==> config.mk <==
export PLATFORM = sky130hd
export DESIGN_NAME = aes_keyexp_ctrl
export DESIGN_NICKNAME = d
export VERILOG_FILES = /design/src/rtl/aes_keyexp_ctrl.sv
export SDC_FILE = /design/constraint.sdc
export NUM_CORES = 2
export LEC_CHECK = 0
export CAP_MARGIN = 15
export CORE_MARGIN = 4
export CORE_UTILIZATION = 59
export CTS_BUF_LIST = sky130_fd_sc_hd__clkbuf_8
export CTS_CLUSTER_DIAMETER = 40
export CTS_CLUSTER_SIZE = 28
export DETAILED_ROUTE_END_ITERATION = 8
export PLACE_DENSITY = 0.81
export SLEW_MARGIN = 40
export SYNTH_ARGS = -nofsm -noshare
export SYNTH_HDL_FRONTEND = slang
export SYNTH_SLANG_ARGS = --single-unit
==> constraint.sdc <==
create_clock -name clk -period 21.8 [get_ports clk]
set_input_delay 6.54 -clock clk [delete_from_list [all_inputs] [get_ports clk]]
set_output_delay 6.54 -clock clk [all_outputs]
set_load 0.01 [all_outputs]
==> src/rtl/aes_keyexp_ctrl.sv <==
// AES-128 key-expansion sequencer: steps an external round-key scheduler through
// rounds 1..NROUNDS, stores all round keys, and serves them on a random-access read port.
// Optional scheduler-ready timeout is enabled by defining KEYEXP_TIMEOUT_EN.
module aes_keyexp_ctrl #(
  parameter int NROUNDS = 10,
  parameter int TMO_CYC = 8
) (
  input  logic         clk,
  input  logic         reset,
  input  logic         load_i,
  input  logic [127:0] key_i,
  output logic         busy_o,
  output logic         done_o,
  output logic         keys_valid_o,
  output logic         error_o,
  input  logic [3:0]   rd_round_i,
  output logic [127:0] rd_key_o,
  output logic         ks_start_o,
  output logic [3:0]   ks_round_o,
  output logic [127:0] ks_last_key_o,
  input  logic [127:0] ks_new_key_i,
  input  logic         ks_ready_i
);

  // Scheduler handshake: ks_start_o is a single-cycle request; ks_round_o and
  // ks_last_key_o stay stable until the cycle ks_ready_i (single-cycle valid) is seen.
  typedef enum logic [1:0] {S_IDLE, S_START, S_WAIT, S_DONE} state_t;

  localparam logic [3:0] LAST = 4'(NROUNDS);

  state_t         state_q, state_d;
  logic [3:0]     rnd_q, rnd_d;
  logic [127:0]   cur_key_q, cur_key_d;
  logic           kv_q, kv_d;
  logic [127:0]   rk_q [0:NROUNDS];
  logic           rk_we;
  logic [3:0]     rk_waddr;
  logic [127:0]   rk_wdata;
`ifdef KEYEXP_TIMEOUT_EN
  localparam logic [3:0] TMO_LAST = 4'(TMO_CYC - 1);
  logic           err_q, err_d;
  logic [3:0]     wcnt_q, wcnt_d;
`endif

  always_comb begin
    state_d   = state_q;
    rnd_d     = rnd_q;
    cur_key_d = cur_key_q;
    kv_d      = kv_q;
    rk_we     = 1'b0;
    rk_waddr  = rnd_q;
    rk_wdata  = ks_new_key_i;
`ifdef KEYEXP_TIMEOUT_EN
    err_d     = err_q;
    wcnt_d    = wcnt_q;
`endif
    case (state_q)
      S_IDLE: begin
        if (load_i) begin
          rk_we     = 1'b1;
          rk_waddr  = 4'd0;
          rk_wdata  = key_i;
          cur_key_d = key_i;
          rnd_d     = 4'd1;
          kv_d      = 1'b0;
`ifdef KEYEXP_TIMEOUT_EN
          err_d     = 1'b0;
`endif
          state_d   = S_START;
        end
      end
      S_START: begin
`ifdef KEYEXP_TIMEOUT_EN
        wcnt_d  = 4'd0;
`endif
        state_d = S_WAIT;
      end
      S_WAIT: begin
        if (ks_ready_i) begin
          rk_we     = 1'b1;
          cur_key_d = ks_new_key_i;
          if (rnd_q == LAST) begin
            state_d = S_DONE;
          end else begin
            rnd_d   = rnd_q + 4'd1;
            state_d = S_START;
          end
        end
`ifdef KEYEXP_TIMEOUT_EN
        // Ready wins over a timeout landing in the same cycle.
        else if (wcnt_q == TMO_LAST) begin
          err_d   = 1'b1;
          state_d = S_IDLE;
        end else begin
          wcnt_d  = wcnt_q + 4'd1;
        end
`endif
      end
      S_DONE: begin
        kv_d    = 1'b1;
        state_d = S_IDLE;
      end
      default: state_d = S_IDLE;
    endcase
  end

  always_ff @(posedge clk) begin
    if (!reset) begin
      state_q   <= S_IDLE;
      rnd_q     <= 4'd0;
      cur_key_q <= '0;
      kv_q      <= 1'b0;
`ifdef KEYEXP_TIMEOUT_EN
      err_q     <= 1'b0;
      wcnt_q    <= 4'd0;
`endif
    end else begin
      state_q   <= state_d;
      rnd_q     <= rnd_d;
      cur_key_q <= cur_key_d;
      kv_q      <= kv_d;
`ifdef KEYEXP_TIMEOUT_EN
      err_q     <= err_d;
      wcnt_q    <= wcnt_d;
`endif
    end
  end

  // Key storage is deliberately not reset; keys_valid_o qualifies its contents.
  always_ff @(posedge clk) begin
    if (rk_we) rk_q[rk_waddr] <= rk_wdata;
  end

  assign busy_o        = (state_q != S_IDLE);
  assign done_o        = (state_q == S_DONE);
  assign ks_start_o    = (state_q == S_START);
  assign keys_valid_o  = kv_q;
  assign ks_round_o    = rnd_q;
  assign ks_last_key_o = cur_key_q;
  assign rd_key_o      = (rd_round_i <= LAST) ? rk_q[rd_round_i] : '0;
`ifdef KEYEXP_TIMEOUT_EN
  assign error_o       = err_q;
`else
  assign error_o       = 1'b0;
`endif

endmodule

==> qor.yml <==
run_status: "complete, no violations"
fin_tns_setup_ns: 0
drv_slew: 0
grt_pass1_wl_um: 230100
cts_made_buffers: 162
irDropWorstVdd_v: 0.00004979
fillCellCount: 6599
final_cell_mix: "1408 x edfxtp_1, 715 x nand2_1, 523 x clkdlybuf4s50_1, 315 x mux2i_1, 166 x clkbuf_8"
path_class: "primary input to output port"
num_vias: 36897
cp-start-kind: "primary input"
antenna_found_initial: 3
hold_viol: 0
clock_skew_ns: 0.05600
yosysWarnings: 0
synth_enable_flop_cells: 1408
hold_path.class: "flip-flop to flip-flop"
worst-endpoint-arrival_ns: 10.25
clk_latency_ns: 0.87
rows: 118
synth-seq-area-share_pct: 72.40
yosysTopAreaCell: "edfxtp_1"
async_reset_ff_share_pct: 0
via_per_inst: 6.176
ys_ff_latch: 1543
drive_above_1_share_pct: 14.79
finalSetupViolCount: 0
grt.overflow.total: 0
finalCriticalPeriod_ns: 16.79
fmax_mhz: 59.56
fin_cells: 5974
cap_violations: 0
nNetsFinal: 4718
cts_hold_buf: 0
clock-sinks: 1543
cts_setup_buffers: 0
io_buffers: 527
crit_path_end_kind: "output port"
die_w_um: 332.5
final_common_cell: "edfxtp_1"
worst_slew_pin_slew_ns: 0.8563
wl_um: 155100
avgSynthCellArea_sq_um: 15.67
period_share_pct: 77.02
initial_core_util_pct: 59.69
synth_top_area_share_pct: 68.05
detail-route-antenna-nets: 0
rsz0062_at_grt: "false"
coreArea_sq_mm: 0.1041
synth.cell_area_sq_mm: 0.06213
combinationalPowerShare_pct: 10.1
wl_per_cell_um: 25.96
power_switching_w: 0.001540
synth_area_leaders: "edfxtp_1 68%, mux2i_1 5.1%, mux4_2 4.6%"
dpl.hpwl_um: 87600
root_buffer: "clkbuf_8"
grt_pass1_vias: 37422
seqPwrFrac_pct: 54.9
synth-main-ff-cell: "edfxtp_1"
p_leak_nw: 24.74
syn_nets: 4231
relSlewSlack_pct: 42.91
place_congestion: 0.7954
p_int_w: 0.004560
die_h_um: 332.5
syn_to_final_growth_pct: 16.82
grt_use_total_pct: 27.54
cts.clk_slew.worst_paths_ns: 0.08
drtPass1Iterations: 8
netlist_instances: 3965
p_sw_share_pct: 25.25
synth_cell_types: 39
cp.required_ns: 15.26
cts_tree: "yes"
ioPinCount: 529
clockPowerShare_pct: 35.0
dp_cells: 5667
crit_fanout: 83
dpl_worst_slack_ns: 4.902
grt_max_degree: 125
layout_setup_ws_ns: 5.010
drc: 0
clockBufferDepth: 3
drt_iter0_drc: 3876
power.density_mw_per_mm2: 84.05
cts_resized: 0
htreeDepth: 4
dieArea_sq_mm: 0.1106
## cell usage after synthesis, drive strengths merged (2+ instances only)
| cell type | instances |
|---|---|
| a211oi | 93 |
| nor3 | 99 |
| mux2i | 315 |
| nand2b | 4 |
| o22ai | 128 |
| o21ai | 35 |
| nor2 | 140 |
| or3 | 2 |
| nor4 | 3 |
| nand2 | 717 |
| nor2b | 133 |
| a311oi | 129 |
| inv | 3 |
| clkbuf | 125 |
| ha | 2 |
| buf | 148 |
| mux2 | 163 |
| and2 | 3 |
| a21oi | 5 |
| dfxtp | 135 |
| o31ai | 35 |
| or2 | 3 |
| mux4 | 128 |
| edfxtp | 1408 |
## registers in the layout, summed over array words and instances (netlist names)
register	cells
rk_q	1408
ks_round_o	4
state_q	2
ks_last_key_o	128
keys_valid_o	1
## layer usage
metal / GRT usage, % / up-vias / wire length (um)
met4: 9.939 / 2 / 5161
met5: 0 / - / 13
met3: 5.677 / 305 / 13570
met2: 45.96 / 1778 / 77200
met1: 36.30 / 18621 / 59130
li1: - / 16191 / -
## power groups by stage
stage	Combinational (W)	Sequential [W]	Clock (W)
3_5_place_dp	0.000614	0.00342	0
6_report	0.000617	0.00335	0.00213
5_1_grt	0.000658	0.00336	0.00230
4_1_cts	0.000617	0.00335	0.00217
2_1_floorplan	0.000319	0.00343	0
3_3_place_gp	0.000598	0.00341	0
## cells by family (layout without fill, tap and decap cells)
logic type	Yosys count	in the layout	synth area share, %
compound gates	428	428	5.022
xor+xnor	1	1	0.01410
fa+ha+maj	2	2	0.04027
buf+inv	277	903	2.352
flops	1543	1543	72.40
mux	606	606	12.67
other cells	1	4	0.006035
simple gates	1107	1107	7.499
## final cells by class
cell class              instances  area [sq um]  area share [%]
multi-input cells            2145         15830           21.81
flip-flops and latches       1543         44980           61.97
inverters                       4         17.52         0.02413
well taps                    1380          1727           2.379
clock buffers                 164          2257           3.110
clock inverters               139          1649           2.272
diodes                          3         7.507         0.01034
repair buffers                596          6115           8.424
## worst max-delay path, cell delays in order
cell	delay, ns
buf_8	0.59
buf_4	0.70
buf_6	0.64
mux4_2	0.33
nor2b_1	0.15
nor3_1	0.07
a211oi_1	0.52
clkdlybuf4s50_1	0.64
## through the flow
stage,instance area [sq um],util (%),hold slack [ns],total power (W)
floorplan,62130,-,0.5184,0.003747
global placement,68390,65.71,0.4700,0.004012
detailed placement,68620,65.93,0.4861,0.004031
CTS,72530,69.68,0.5020,0.006137
global route,72580,69.73,0.5182,0.006313
finish,72580,69.73,0.4981,0.006100
## worst paths after layout
check,start,to,slack [ns],depth (start not counted)
setup reg to reg,state_q[1],rk_q[9][28],17.51,7
hold / removal,ks_last_key_o[32],ks_last_key_o[32],0.50,2
setup / recovery,rd_round_i[1],rd_key_o[105],5.01,8
hold reg to reg,ks_last_key_o[32],ks_last_key_o[32],0.50,2
Power figures use the tool's default switching activity.
